`src/rtl/uart_rx_pkg.sv`:
```
// Shared definitions for the UART RX control slice.
//   rx_state_t      : configuration/enable FSM states
//   PRESCALE_*      : oversampling ratios the RX core supports
//   legal_prescale  : maps any requested ratio onto a supported one (default 8)
package uart_rx_pkg;

  typedef enum logic [1:0] {
    DISABLED,
    ACTIVE,
    WAIT_IDLE,
    APPLY
  } rx_state_t;

  localparam logic [5:0] PRESCALE_8  = 6'd8;
  localparam logic [5:0] PRESCALE_16 = 6'd16;
  localparam logic [5:0] PRESCALE_32 = 6'd32;

  localparam int unsigned DEFAULT_DATA_WIDTH = 8;

  function automatic logic [5:0] legal_prescale(input logic [5:0] p);
    case (p)
      PRESCALE_16: return PRESCALE_16;
      PRESCALE_32: return PRESCALE_32;
      default:     return PRESCALE_8;
    endcase
  endfunction

endpackage

```
`src/rtl/uart_rx_fifo.sv`:
```
// Synchronous first-word-fall-through receive FIFO.
//   clk, rst   : clock, synchronous active-low reset
//   push/data  : write request; ignored when full unless a pop happens too
//   pop        : read request; ignored when empty
//   full/empty : occupancy flags
//   level      : current occupancy (0..FIFO_DEPTH)
//   rd_data    : head entry, 0 while empty
module uart_rx_fifo
  import uart_rx_pkg::*;
#(
  parameter int unsigned DATA_WIDTH = DEFAULT_DATA_WIDTH,
  parameter int unsigned FIFO_DEPTH = 8,
  localparam int unsigned AW = $clog2(FIFO_DEPTH)
) (
  input  logic                  clk,
  input  logic                  rst,
  input  logic                  push,
  input  logic [DATA_WIDTH-1:0] push_data,
  input  logic                  pop,
  output logic                  full,
  output logic                  empty,
  output logic [AW:0]           level,
  output logic [DATA_WIDTH-1:0] rd_data
);

  logic [DATA_WIDTH-1:0] mem [FIFO_DEPTH];
  logic [AW-1:0]         wr_ptr;
  logic [AW-1:0]         rd_ptr;
  logic [AW:0]           count;
  logic                  do_push;
  logic                  do_pop;

  assign empty   = (count == '0);
  assign full    = (count == (AW+1)'(FIFO_DEPTH));
  assign level   = count;
  assign do_pop  = pop & ~empty;
  // A pop in the same cycle frees the slot, so a full FIFO still accepts.
  assign do_push = push & (~full | do_pop);
  assign rd_data = empty ? '0 : mem[rd_ptr];

  always_ff @(posedge clk) begin
    if (do_push) mem[wr_ptr] <= push_data;
  end

  // Pointers are exactly AW bits wide, so wrap modulo depth is implicit.
  always_ff @(posedge clk) begin
    if (!rst) begin
      wr_ptr <= '0;
      rd_ptr <= '0;
      count  <= '0;
    end else begin
      if (do_push) wr_ptr <= wr_ptr + 1'b1;
      if (do_pop)  rd_ptr <= rd_ptr + 1'b1;
      case ({do_push, do_pop})
        2'b10:   count <= count + 1'b1;
        2'b01:   count <= count - 1'b1;
        default: count <= count;
      endcase
    end
  end

endmodule

```
`src/rtl/uart_rx_ctrl.sv`:
```
// UART RX control and buffering layer.
//   cfg_*          : configuration request, captured on cfg_wr
//   cfg_pending    : captured configuration not yet applied
//   rx_*  (out)    : applied configuration and enable gate to the RX core
//   rx_busy, rx_frame_end, rx_par_err, rx_stp_err, rx_p_data : RX core status
//   rd_valid/rd_ready/rd_data/fifo_level : FWFT receive FIFO read side
//   par_err_cnt, stp_err_cnt, ovf, stat_clr : saturating status, sticky overflow
//   irq            : level interrupt, FIFO at/above threshold or overflow
module uart_rx_ctrl
  import uart_rx_pkg::*;
#(
  parameter int unsigned DATA_WIDTH = DEFAULT_DATA_WIDTH,
  parameter int unsigned FIFO_DEPTH = 8,
  parameter int unsigned CNT_WIDTH  = 8,
  parameter int unsigned IRQ_THRESH = 4,
  localparam int unsigned LW = $clog2(FIFO_DEPTH) + 1
) (
  input  logic                  clk,
  input  logic                  rst,
  input  logic                  cfg_wr,
  input  logic                  cfg_en,
  input  logic                  cfg_par_en,
  input  logic                  cfg_par_typ,
  input  logic [5:0]            cfg_prescale,
  output logic                  cfg_pending,
  output logic                  rx_enable,
  output logic                  rx_par_en,
  output logic                  rx_par_typ,
  output logic [5:0]            rx_prescale,
  input  logic                  rx_busy,
  input  logic                  rx_frame_end,
  input  logic                  rx_par_err,
  input  logic                  rx_stp_err,
  input  logic [DATA_WIDTH-1:0] rx_p_data,
  output logic                  rd_valid,
  input  logic                  rd_ready,
  output logic [DATA_WIDTH-1:0] rd_data,
  output logic [LW-1:0]         fifo_level,
  output logic [CNT_WIDTH-1:0]  par_err_cnt,
  output logic [CNT_WIDTH-1:0]  stp_err_cnt,
  output logic                  ovf,
  input  logic                  stat_clr,
  output logic                  irq
);

  rx_state_t  state;
  logic       sh_en;
  logic       sh_par_en;
  logic       sh_par_typ;
  logic [5:0] sh_prescale;

  logic frame_good;
  logic fifo_pop;
  logic fifo_full;
  logic fifo_empty;
  logic overflow;

  assign frame_good = rx_frame_end & ~rx_par_err & ~rx_stp_err;
  assign rd_valid   = ~fifo_empty;
  assign fifo_pop   = rd_valid & rd_ready;
  assign overflow   = frame_good & fifo_full & ~fifo_pop;
  assign irq        = (fifo_level >= LW'(IRQ_THRESH)) | ovf;

  uart_rx_fifo #(
    .DATA_WIDTH (DATA_WIDTH),
    .FIFO_DEPTH (FIFO_DEPTH)
  ) u_fifo (
    .clk       (clk),
    .rst       (rst),
    .push      (frame_good),
    .push_data (rx_p_data),
    .pop       (fifo_pop),
    .full      (fifo_full),
    .empty     (fifo_empty),
    .level     (fifo_level),
    .rd_data   (rd_data)
  );

  // Shadow is written on every cfg_wr regardless of state (last write wins);
  // APPLY reads it one edge later, so a write that coincides with leaving
  // WAIT_IDLE is the one that gets applied.
  always_ff @(posedge clk) begin
    if (!rst) begin
      state       <= DISABLED;
      cfg_pending <= 1'b0;
      rx_enable   <= 1'b0;
      rx_par_en   <= 1'b0;
      rx_par_typ  <= 1'b0;
      rx_prescale <= PRESCALE_8;
      sh_en       <= 1'b0;
      sh_par_en   <= 1'b0;
      sh_par_typ  <= 1'b0;
      sh_prescale <= PRESCALE_8;
    end else begin
      if (cfg_wr) begin
        sh_en       <= cfg_en;
        sh_par_en   <= cfg_par_en;
        sh_par_typ  <= cfg_par_typ;
        sh_prescale <= legal_prescale(cfg_prescale);
      end
      case (state)
        DISABLED: begin
          rx_enable <= 1'b0;
          if (cfg_wr) begin
            state       <= APPLY;
            cfg_pending <= 1'b1;
          end
        end
        ACTIVE: begin
          if (cfg_wr) begin
            state       <= WAIT_IDLE;
            cfg_pending <= 1'b1;
          end
        end
        WAIT_IDLE: begin
          if (!rx_busy && !rx_frame_end) begin
            state     <= APPLY;
            rx_enable <= 1'b0;
          end
        end
        APPLY: begin
          rx_par_en   <= sh_par_en;
          rx_par_typ  <= sh_par_typ;
          rx_prescale <= sh_prescale;
          if (cfg_wr) begin
            // New request during APPLY: keep the gate closed and requalify idle.
            state       <= WAIT_IDLE;
            cfg_pending <= 1'b1;
          end else begin
            state       <= sh_en ? ACTIVE : DISABLED;
            rx_enable   <= sh_en;
            cfg_pending <= 1'b0;
          end
        end
        default: begin
          state     <= DISABLED;
          rx_enable <= 1'b0;
        end
      endcase
    end
  end

  always_ff @(posedge clk) begin
    if (!rst || stat_clr) begin
      par_err_cnt <= '0;
      stp_err_cnt <= '0;
      ovf         <= 1'b0;
    end else begin
      if (rx_frame_end && rx_par_err && par_err_cnt != '1)
        par_err_cnt <= par_err_cnt + 1'b1;
      if (rx_frame_end && rx_stp_err && stp_err_cnt != '1)
        stp_err_cnt <= stp_err_cnt + 1'b1;
      if (overflow)
        ovf <= 1'b1;
    end
  end

endmodule

```
`config.mk`:
```
export PLATFORM = sky130hd
export DESIGN_NAME = uart_rx_ctrl
export DESIGN_NICKNAME = d
export VERILOG_FILES = /design/src/rtl/uart_rx_pkg.sv /design/src/rtl/uart_rx_fifo.sv /design/src/rtl/uart_rx_ctrl.sv
export SDC_FILE = /design/constraint.sdc
export NUM_CORES = 1
export LEC_CHECK = 0
export ABC_AREA = 1
export ABC_CLOCK_PERIOD_IN_PS = 2200
export BUFFER_PORTS_ARGS = -buffer_cell sky130_fd_sc_hd__buf_2
export CELL_PAD_IN_SITES_DETAIL_PLACEMENT = 1
export CELL_PAD_IN_SITES_GLOBAL_PLACEMENT = 1
export CORE_ASPECT_RATIO = 0.75
export CORE_MARGIN = 2
export CORE_UTILIZATION = 44
export CTS_CLUSTER_DIAMETER = 120
export DETAILED_ROUTE_END_ITERATION = 12
export PLACE_DENSITY = 0.77
export SETUP_SLACK_MARGIN = 0.02
export SLEW_MARGIN = 20
export SYNTH_ARGS = -nofsm -noshare
export SYNTH_HDL_FRONTEND = slang
export SYNTH_SLANG_ARGS = --single-unit
```
`constraint.sdc`:
```
create_clock -name clk -period 2.2 [get_ports clk]
set_input_delay 0.44 -clock clk [delete_from_list [all_inputs] [get_ports clk]]
set_output_delay 0.44 -clock clk [all_outputs]
set_load 0.03 [all_outputs]
```
==> impl_metrics.toml <==
[worst_setup_path]
critical_path.endpoint_type = "primary output"
criticalPathCategory = "reg -> out"
critPathLaunchType = "flip-flop"
cp_max_fo = 14
arrival_ns = 1.68
required_ns = 1.76

[routing]
wire_per_inst_um = 17.3
vias = 3739
postRouteAntennaNets = 0
avgViaCountPerCell = 5.24
drt-pass1-iter-count = 4
drt_iter0_drc = 202
drt-total-wl_um = 12400
drc = 0

[yosys]
yosysWarnings = 0
synth-seq-cells = 109
async_flop_share = 0
synth_top_cell_area_share = 0.408
syn_inst = 493
yosysSeqAreaShare = 0.599
synth_top_area_cell = "edfxtp_1"
synth_edf_count = 64
synthesis.area_um2 = 4710
post_synth_num_cell_types = 36
synth_area_leaders = "edfxtp_1 41%, dfxtp_1 19%, nor2_1 8.3%"
syn_area_per_cell_um2 = 9.56
synth_flop_cell = "edfxtp_1"

[grt]
grt_usage = 0.216
grt_pass1_wl_um = 18800
grt_pass1_vias = 3800
overflow = 0
grt_antenna_before_repair = 0
grt_max_degree = 29

[clock_network]
path_clk_slew_ns = 0.07
cts_buffer_depth = 2
cts_root_buf = "clkbuf_16"
tritoncts = "built"
ctsHoldBuffers = 0
h-tree-depth = 3
cts_buffers = 9
cts_setup_buffers = 0
clock-sinks = 109
worstSkewPairLatency_ns = 0.35

[finish]
synthToLayoutAreaGrowth_pct = 19.8
post_route_cells_drive_above_1_share = 0.223
n_fill_cell = 1207
nets = 606
insertedDiodeCount = 0

[power_and_ir_drop]
swShare = 0.371
p_sw_uw = 2310
comb_power_share = 0.353
p_clk_frac = 0.262
sequentialPowerShare = 0.385
p_int_uw = 3910
p_leak_uw = 0.00231
vdd_ir_drop_max_v = 0.000416
cellPowerDensity_nw_per_um2 = 1100

[die]
dieArea_um2 = 11600
rows = 32
start_util = 0.454
chipWidth_um = 123
die_y_um = 93.6
core_um2 = 10400
ios = 67

[place]
io_buffers = 63
gp_congestion = 0.803
dp_hpwl_um = 8080

[timing]
drv_slew = 0
tns_ns = 0
fin_hold_ws_ns = 0.316
period_minus_slack_ns = 2.12
period_share = 0.965
hold_viol_final = 0
grt_setup_unrepaired = "yes"
skew_ns = 0.00361
max_freq_mhz = 471
finalSetupViolations = 0

[status]
status = "finished, final reports clean"

[job]
maxCapViolations = 0

[worst_hold_path]
min_path_type = "in -> reg"
power groups by stage:
stage	logic [uW]	clock network, uW	registers (uW)
floorplan	1330	0	2480
global placement	1950	0	2400
detailed placement	2040	0	2410
CTS	2060	1670	2370
global route	2420	1740	2410
finish	2200	1630	2400
cells in the mapped netlist, types with 4 or more instances:
master    number
inv_1         38
o211ai_1       8
o21ai_1       35
a21oi_1       24
buf_2          8
o21ai_0       24
dfxtp_1       45
buf_4          5
ha_1           7
edfxtp_1      64
nor2_1       104
o22ai_1        8
xnor2_1        4
nand4_1        4
nand3_1       12
nand2_1       64
nand3_2        4
inv_2          5
nand2_2        4
registers in the layout, summed over array words and instances (netlist names), 2 cells and up, named ones only:
signal,cells
u_fifo.wr_ptr,3
u_fifo.rd_ptr,3
u_fifo.mem,64
u_fifo.level,4
rx_prescale,3
par_err_cnt,8
sh_prescale,3
stp_err_cnt,8
state,2
critical path, stage by stage, from the launching register on:
cell and delay (ns):
dfxtp_4 0.38, inv_4 0.12, buf_12 0.16, nor2_1 0.06, o211ai_1 0.18, nand2_1 0.08, nor2_1 0.12, buf_2 0.22
path summary, 6_finish.rpt:
path	startpoint	endpoint	slack (ns)	cells past startpoint
setup reg to reg	u_fifo.level[2]	u_fifo.level[2]	0.20	13
hold / removal	cfg_en	sh_en	0.32	3
setup / recovery	flip-flop	rd_data[7]	0.08	7
hold reg to reg	sh_prescale[3]	rx_prescale[3]	0.47	2
routing by layer:
layer | global-route usage | wire, um
met1 | 0.274 | 5590
met2 | 0.356 | 6000
met3 | 0.0512 | 565
met4 | 0.0852 | 204
met5 | 0 | 0
per-stage QoR:
| stage | util | std cells | instance area [um2] | setup WS (ns) | power (uW) |
|---|---|---|---|---|---|
| 6_report | 0.544 | 714 | 5640 | 0.0773 | 6230 |
| 5_1_grt | 0.544 | 714 | 5640 | -0.0162 | 6580 |
| 3_3_place_gp | 0.507 | 696 | 5260 | 0.230 | 4360 |
| 4_1_cts | 0.537 | 712 | 5560 | 0.0214 | 6100 |
| 2_1_floorplan | - | 495 | 4720 | 0.0447 | 3810 |
| 3_5_place_dp | 0.507 | 696 | 5260 | 0.167 | 4450 |
placed cells by master (no fill, tap or decap), types with 2 or more instances in the layout:
master / instances
a21oi_1: 24
buf_12: 2
buf_4: 20
o21ai_1: 35
nand4_1: 4
nand2_4: 3
nand3_2: 4
nor3_1: 2
dfxtp_4: 2
inv_2: 4
nand2_1: 64
clkbuf_16: 11
buf_2: 59
nor2_1: 103
o211ai_1: 8
edfxtp_1: 64
ha_1: 7
nor2_4: 2
dfxtp_1: 43
nor2_2: 3
nand2_2: 4
inv_1: 37
xnor2_1: 4
conb_1: 3
inv_4: 2
o21ai_0: 24
a21oi_2: 2
clkinv_4: 2
nand3_1: 12
xor2_1: 3
o22ai_1: 8
inv_6: 2
layout make-up:
| cell class | instances | area, um2 | share of cell area |
|---|---|---|---|
| repair buffers | 83 | 536 | 0.0949 |
| multi-input cells | 326 | 1640 | 0.290 |
| flip-flops and latches | 109 | 2830 | 0.501 |
| inverters | 44 | 174 | 0.0308 |
| well taps | 136 | 170 | 0.0301 |
| clock buffers | 9 | 225 | 0.0399 |
| clock inverters | 7 | 73.8 | 0.0131 |
kinds of logic (layout without fill, tap and decap cells):
family                   count (synthesis)  after routing  share of synthesized area
buffers and inverters                   60            143                     0.0560
other                                    1              3                   0.000796
AND/OR/NAND/NOR                        205            205                      0.193
XOR/XNOR                                 7              7                     0.0130
adder cells (fa/ha/maj)                  7              7                     0.0186
AO/OA/AOI/OAI                          104            104                      0.120
flip-flops                             109            109                      0.599
timing repair:
action | in CTS | in global routing
cloned | 0 | 2
setup endpoints to repair | 7 | 8
pin swaps | 0 | 1
resized for setup | 3 | 15
Note: power is estimated with default switching activity, not from simulation.
